## src/rtl/mips_fetch_pkg.sv

```systemverilog
// Shared types and constants for the instruction-fetch stage.
package mips_fetch_pkg;
  localparam int unsigned INSTR_W = 32;
  localparam logic [INSTR_W-1:0] NOP_INSTR = 32'h0;

  typedef enum logic [1:0] {
    IDLE,
    WAIT,
    HOLD
  } fetch_state_t;
endpackage

```

## src/rtl/fetch_skid_buf.sv

```systemverilog
// One-entry skid register (valid + instruction + PC) used by the fetch stage.
module fetch_skid_buf
  import mips_fetch_pkg::*;
#(
  parameter int unsigned AW = 32
) (
  input  logic               clk,
  input  logic               rst_n,
  input  logic               load,
  input  logic               clear,
  input  logic [INSTR_W-1:0] din_instr,
  input  logic [AW-1:0]      din_pc,
  output logic               valid,
  output logic [INSTR_W-1:0] instr,
  output logic [AW-1:0]      pc
);

  always_ff @(posedge clk or negedge rst_n) begin
    if (!rst_n) begin
      valid <= 1'b0;
      instr <= NOP_INSTR;
      pc    <= '0;
    end else if (clear) begin
      valid <= 1'b0;
    end else if (load) begin
      valid <= 1'b1;
      instr <= din_instr;
      pc    <= din_pc;
    end
  end

endmodule

```

## src/rtl/pc_fetch_unit.sv

```systemverilog
// PC register and single-outstanding instruction-fetch sequencer.
// Define FETCH_SKID_EN to overlap the next fetch with a held instruction via a 1-entry skid.
module pc_fetch_unit
  import mips_fetch_pkg::*;
#(
  parameter int unsigned   AW       = 32,
  parameter logic [AW-1:0] RESET_PC = '0
) (
  input  logic               clk,
  input  logic               rst_n,
  output logic [AW-1:0]      pc_q,
  input  logic [AW-1:0]      pc_plus1,
  input  logic               redirect_valid,
  input  logic [AW-1:0]      redirect_target,
  output logic               imem_req,
  output logic [AW-1:0]      imem_addr,
  input  logic               imem_rvalid,
  input  logic [INSTR_W-1:0] imem_rdata,
  output logic               if_valid,
  input  logic               if_ready,
  output logic [INSTR_W-1:0] if_instr,
  output logic [AW-1:0]      if_pc
);

  fetch_state_t  state_q, state_d;
  logic [AW-1:0] pc_d;
  logic [AW-1:0] addr_q;
  logic          addr_load;
  logic          kill_q, kill_d;
  logic          out_v_q, out_v_d;
  logic          out_load;
  logic          accept;

`ifdef FETCH_SKID_EN
  logic               skid_v;
  logic [INSTR_W-1:0] skid_instr;
  logic [AW-1:0]      skid_pc;
  logic               skid_load;
  logic               skid_pop;

  fetch_skid_buf #(.AW(AW)) u_skid (
    .clk       (clk),
    .rst_n     (rst_n),
    .load      (skid_load),
    .clear     (redirect_valid | skid_pop),
    .din_instr (imem_rdata),
    .din_pc    (pc_q),
    .valid     (skid_v),
    .instr     (skid_instr),
    .pc        (skid_pc)
  );
`endif

  assign accept    = out_v_q & if_ready;
  assign imem_req  = (state_q == WAIT);
  assign imem_addr = addr_q;
  assign if_valid  = out_v_q;

  always_comb begin
    state_d   = state_q;
    pc_d      = pc_q;
    kill_d    = kill_q;
    addr_load = 1'b0;
    out_load  = 1'b0;
    out_v_d   = out_v_q & ~accept;
`ifdef FETCH_SKID_EN
    skid_load = 1'b0;
    skid_pop  = 1'b0;
`endif
    case (state_q)
      IDLE: begin
        state_d   = WAIT;
        addr_load = 1'b1;
      end
      WAIT: begin
        if (imem_rvalid) begin
          if (kill_q) begin
            kill_d    = 1'b0;
            addr_load = 1'b1;
          end else begin
            pc_d = pc_plus1;
`ifdef FETCH_SKID_EN
            // Skid is always empty while a request is outstanding.
            if (!out_v_q || accept) begin
              out_load  = 1'b1;
              addr_load = 1'b1;
            end else begin
              skid_load = 1'b1;
              state_d   = HOLD;
            end
`else
            out_load = 1'b1;
            state_d  = HOLD;
`endif
          end
        end
      end
      HOLD: begin
        if (accept) begin
          state_d   = WAIT;
          addr_load = 1'b1;
`ifdef FETCH_SKID_EN
          skid_pop  = skid_v;
`endif
        end
      end
      default: state_d = IDLE;
    endcase

    if (out_load) out_v_d = 1'b1;
`ifdef FETCH_SKID_EN
    if (skid_pop) out_v_d = 1'b1;
`endif

    // An unanswered request stays on the bus; its response is marked for dropping.
    if (redirect_valid) begin
      pc_d     = redirect_target;
      out_v_d  = 1'b0;
      out_load = 1'b0;
      state_d  = WAIT;
`ifdef FETCH_SKID_EN
      skid_load = 1'b0;
      skid_pop  = 1'b0;
`endif
      if (state_q == WAIT && !imem_rvalid) begin
        kill_d    = 1'b1;
        addr_load = 1'b0;
      end else begin
        kill_d    = 1'b0;
        addr_load = 1'b1;
      end
    end
  end

  always_ff @(posedge clk or negedge rst_n) begin
    if (!rst_n) begin
      state_q  <= IDLE;
      pc_q     <= RESET_PC;
      kill_q   <= 1'b0;
      addr_q   <= RESET_PC;
      out_v_q  <= 1'b0;
      if_instr <= NOP_INSTR;
      if_pc    <= '0;
    end else begin
      state_q <= state_d;
      pc_q    <= pc_d;
      kill_q  <= kill_d;
      out_v_q <= out_v_d;
      if (addr_load) addr_q <= pc_d;
      if (out_load) begin
        if_instr <= imem_rdata;
        if_pc    <= pc_q;
      end
`ifdef FETCH_SKID_EN
      else if (skid_pop) begin
        if_instr <= skid_instr;
        if_pc    <= skid_pc;
      end
`endif
    end
  end

endmodule
```

## config.mk

```make
export PLATFORM = sky130hd
export DESIGN_NAME = pc_fetch_unit
export DESIGN_NICKNAME = d
export VERILOG_FILES = /design/src/rtl/mips_fetch_pkg.sv /design/src/rtl/fetch_skid_buf.sv /design/src/rtl/pc_fetch_unit.sv
export SDC_FILE = /design/constraint.sdc
export NUM_CORES = 1
export LEC_CHECK = 0
export CORE_MARGIN = 2
export CORE_UTILIZATION = 35
export DETAILED_ROUTE_END_ITERATION = 8
export HOLD_SLACK_MARGIN = 0.15
export PLACE_DENSITY = 0.67
export SYNTH_ARGS = -nofsm -noshare
export SYNTH_HDL_FRONTEND = slang
export SYNTH_SLANG_ARGS = --single-unit
```

## constraint.sdc

```tcl
create_clock -name clk -period 3.73 [get_ports clk]
set_input_delay 0.746 -clock clk [delete_from_list [all_inputs] [get_ports clk]]
set_output_delay 0.746 -clock clk [all_outputs]
set_load 0.03 [all_outputs]
```

## Word level (Yosys, flattened, before mapping)

Index checks and enable logic that the tools add are counted.
Widths: inputs -> output; s select.

| storage, ports and cells | value |
|---|---|
| register bits | 132 |
| input bits | 101 |
| output and inout bits | 130 |
| word-level logic and storage cells | 47 |

| cells by class | value |
|---|---|
| eq/ne operators | 5 |
| muxes and demuxes | 25 |
| bitwise gates (word level) | 3 |
| reductions and logical operators | 7 |

Operators with widths:

| cell | number |
|---|---|
| $mux 32 | 4 |
| $mux 1 | 15 |
| $mux 2 | 4 |
| $ne 3x3->1 const B | 2 |
| $pmux 2 s3 | 1 |
| $reduce_bool 2->1 | 2 |
| $ne 3x2->1 const B | 1 |
| $pmux 1 s3 | 1 |
| $reduce_and 3->1 | 1 |
| $and 1x1->1 | 2 |
| $eq 2x1->1 const B | 1 |
| $eq 2x2->1 const B | 1 |
| $logic_not 2->1 | 1 |
| $reduce_and 2->1 | 1 |
| $logic_and 1x1->1 | 1 |
| $logic_not 1->1 | 1 |
| $not 1->1 | 1 |

## Longest topological paths before layout

| logic depth | value |
|---|---|
| depth in word-level cells | 5 |
| gate-level depth with buffers | 7 |
| mapped depth without buffers | 4 |

## Worst setup path after synthesis

OpenSTA, ideal clock, no wires.

| timing path | value |
|---|---|
| path type | input-to-reg |
| from | in redirect_valid |
| to | reg addr_q[0], in the netlist imem_addr[0] |
| setup time | 95 ps |
| data arrival time | 1766 ps |
| data required time | 3635 ps |
| setup slack | 1869 ps |
| cell stages on the path | 7 |
| path buffers | 3 |
| cells stage by stage | buf_2 nor3b_1 a211o_1 buf_2 clkbuf_1 nand2_1 o31ai_1 |

| on the way | value |
|---|---|
| word-level cells in the longest chain between the ends | 1 |
| elaborated cells between the ends (all ways) | 2 |
| classes of those cells | 2 x mux |

Ends and longest elaborated chain:

| element | RTL line | source |
|---|---|---|
| start, declared | pc_fetch_unit.sv:13 | `input logic redirect_valid,` |
| $mux 32 / $mux 1 (equally long branches) | pc_fetch_unit.sv:116 | `if (redirect_valid) begin` |
| end signal, assigned | pc_fetch_unit.sv:149 | `if (addr_load) addr_q <= pc_d;` |
| end, declared | pc_fetch_unit.sv:27 | `logic [AW-1:0] addr_q;` |

Parallel ways exist; a longest one is shown, timed or not.
A chain may end at the register's enable or synchronous reset.

## Worst setup path in the final report

| timing path | value |
|---|---|
| from | reg state_q[0] |
| to | out imem_req |

| on the way | value |
|---|---|
| word-level cells in the longest chain between the ends | 1 |

Ends and longest elaborated chain:

| element | RTL line | source |
|---|---|---|
| start, declared | pc_fetch_unit.sv:25 | `fetch_state_t state_q, state_d;` |
| start signal, assigned | pc_fetch_unit.sv:145 | `state_q <= state_d;` |
| $eq 2x1->1 | pc_fetch_unit.sv:55 | `assign imem_req = (state_q == WAIT);` |
| end, declared | pc_fetch_unit.sv:15 | `output logic imem_req,` |

No other way between the ends.

==> summary.txt <==
Layout
  – Final net count: around 770
  – Commonest cells after routing, fill and taps aside: clkdlybuf4s50_1, dfrtp_1, mux2_2, nor2b_1, nor2_1
  – Layout area overhead: 53.6%
  – Most common cell after layout, fill and taps aside: clkdlybuf4s50_1
  – Fillers: 1378
  – Fraction of layout cells with a size suffix above 1: around 20%

Detailed routing
  – Routed length per placed instance: 16.8 um
  – DR vias: approximately 4200
  – DRC: 0
  – DR vias/cell: 4.72
  – Drt total wl: 15000 um
  – Initial detailed-routing violation count: 136
  – Router iterations before antenna repair: 4
  – Final ANT Viol Nets: 0

Floorplan
  – Io pins: ~230
  – Core footprint: 15900 sq um
  – Core Rows: 46
  – Die area: around 17000 sq um
  – Initial cell density of the core: 35.7%
  – DIE WIDTH: ~130 um
  – Die Height: 131 um

Setup path
  – Critical Path AT: 1.79 ns
  – Critical R2R Capture: imem_addr[1]$_DFFE_PN0P_
  – Critical path class: reg -> out
  – Crit path capture: imem_req
  – Launch point of the worst path: state_q[0]$_DFFE_PN0P_
  – R2r startpoint: state_q[1]$_DFFE_PN0P_
  – Setup crit start kind: flop
  – Max FO, Critical Path: 6
  – Reg-to-reg slack, setup: 1.76 ns
  – CP endpoint kind: output port
  – Worst EP required: just under 3 ns
  – Reg2reg path depth: 5

Global route
  – GR Util All Layers: 18.0%
  – Antenna violations before repair: 1
  – GRT Residual Overflow: 0
  – First-pass GRT wire length: about 24000 um
  – Vias in the first global route: roughly 4400
  – Largest net degree at the start of global routing: 67

Pwr
  – Pwr Density: 728 nW/um^2
  – Pint: 4.13 mW
  – Sw Ratio: a little over a third
  – Peak VDD IR: 314 uV
  – Psw: 2.21 mW
  – Clock Power Share: 28.5%
  – Leakage: 3.50 nW
  – Combinational share of power: 38.9%
  – Part of the power in registers: 32.6%

Clocking
  – CTS buffer count: 17
  – Clock Sinks: 132
  – Hold buffers post-CTS: 0
  – Setup Fix Bufs, Post-CTS: 0
  – Clock root buffer: clkbuf_16
  – CTS tree: yes
  – H-tree Lvls: 4
  – Cts repair resizes: 0
  – Clk_lat worst skew: 0.41 ns
  – Clk buf depth: 2
  – CTS clk-pin slew, worst paths: 0.06 ns

Place
  – Placer congestion estimate: between 0.7 and 0.8
  – Hpwl dp: 10700 um
  – Post-Place Worst Slack: around 0.97 ns
  – Port Buf Inserts: 230

Timing
  – Post-route minimum period: 2.54 ns
  – Relative slew slack: about 54%
  – Worst-Margin Slew: 0.689 ns
  – Final hold vios: 0
  – Setup TNS: 0 ns
  – Peak Freq: 394 MHz
  – Final worst slack: 1.19 ns
  – Final slew viol count: 0
  – Unrepaired setup endpoints after global routing: no
  – Hold WS: 0.336 ns
  – Final setup fails: 0
  – Fin crit share: between 60% and 70%
  – Final Skew: approximately 0.0063 ns

Synth
  – Largest cells by area after synthesis: dfrtp_1, mux2_2, nor2b_1
  – Synth Net Count: 538
  – Register bit total from synthesis: 132
  – Yosys top cell area share: 58.2%
  – Post-synthesis sequential area ratio: 58.2%
  – Netlist Area Pre-Place: around 5700 sq um
  – Synthesized area per cell: 13.0 sq um
  – YS warnings: 0
  – Biggest area consumer among synthesized cells: dfrtp_1
  – Cell variety after synth: 25
  – Gate Count Post-Synth: about 440

Job
  – Max_cap viols: 0

Hold path
  – Worst Hold Class: in -> async

Run status
  – Outcome: finished clean
==> routing by layer <==
layer	track usage (%)	up-vias	wire, um	part of all wire, %
met2	29.1	158	7260	48
met1	22.0	2063	6360	42
met4	7.43	0	312	2.1
met5	0	-	0	0
met3	6.33	22	1110	7.4
li1	-	1985	-	-
==> power by group through the flow <==
stage	Combinational (mW)	Clock [mW]	Sequential, mW
floorplan	0.585	0	2.88
global placement	2.46	0	2.08
detailed placement	2.49	0	2.10
CTS	2.50	1.85	2.08
global route	2.59	1.92	2.13
finish	2.47	1.81	2.07
==> Yosys cell counts (all sizes together) <==
cell type,n
dfrtp,132
mux2,64
nor2b,57
nor2,35
nand2,33
a211oi,32
o31ai,32
buf,19
clkbuf,10
and2b,9
inv,3
nor3b,2
a211o,1
a21oi,1
a31oi,1
a32oi,1
and4bb,1
mux2i,1
nand3b,1
o21a,1
or2,1
==> worst min path at each step <==
stage                     cells past startpoint                        end                       from  slack, ns
after floorplan                               0    if_instr[0]$_DFFE_PN0P_                      rst_n       0.45
after CTS                                     1   if_instr[25]$_DFFE_PN0P_                      rst_n       0.34
after detailed placement                      2  imem_addr[10]$_DFFE_PN0P_  imem_addr[10]$_DFFE_PN0P_       0.46
after global routing                          1   if_instr[25]$_DFFE_PN0P_                      rst_n       0.36
final                                         1   if_instr[20]$_DFFE_PN0P_                      rst_n       0.34
after global placement                        2  imem_addr[28]$_DFFE_PN0P_  imem_addr[28]$_DFFE_PN0P_       0.46
==> final cells by class <==
type / count / area (sq um) / area share [%]
antenna: 1 / 2.50 / 0.0287
clock buffer: 19 / 433 / 4.96
clock inverter: 13 / 206 / 2.37
inverter: 3 / 11.3 / 0.129
multi-input combinational: 273 / 2110 / 24.2
sequential: 132 / 3300 / 37.9
tap: 216 / 270 / 3.10
timing repair buffer: 238 / 2380 / 27.3
==> flip-flops by register name (all words and copies together), names as in the netlist <==
signal,count
if_instr,32
pc_q,32
if_pc,32
state_q,2
if_valid,1
kill_q,1
imem_addr,32
==> stage by stage <==
step | util [%] | area [sq um] | power [mW] | cells
after global routing | 54.9 | 8720 | 6.64 | 894
final | 54.9 | 8720 | 6.35 | 895
after detailed placement | 50.9 | 8080 | 4.59 | 862
after CTS | 54.9 | 8720 | 6.42 | 894
after global placement | 50.9 | 8080 | 4.54 | 862
after floorplan | - | 5680 | 3.47 | 437
==> critical path: stages (launching register included) <==
cell,delay [ns]
dfrtp_1,0.41
inv_1,0.07
nor2_1,0.17
clkdlybuf4s50_1,0.74
==> kinds of logic after synthesis <==
group                  synth area share, %
and+or+nand+nor                       12.8
DFF                                   58.2
buffers and inverters                 4.61
muxes                                 12.9
AOI/OAI and AO/OA                     11.6
Power figures use the tool's default switching activity.
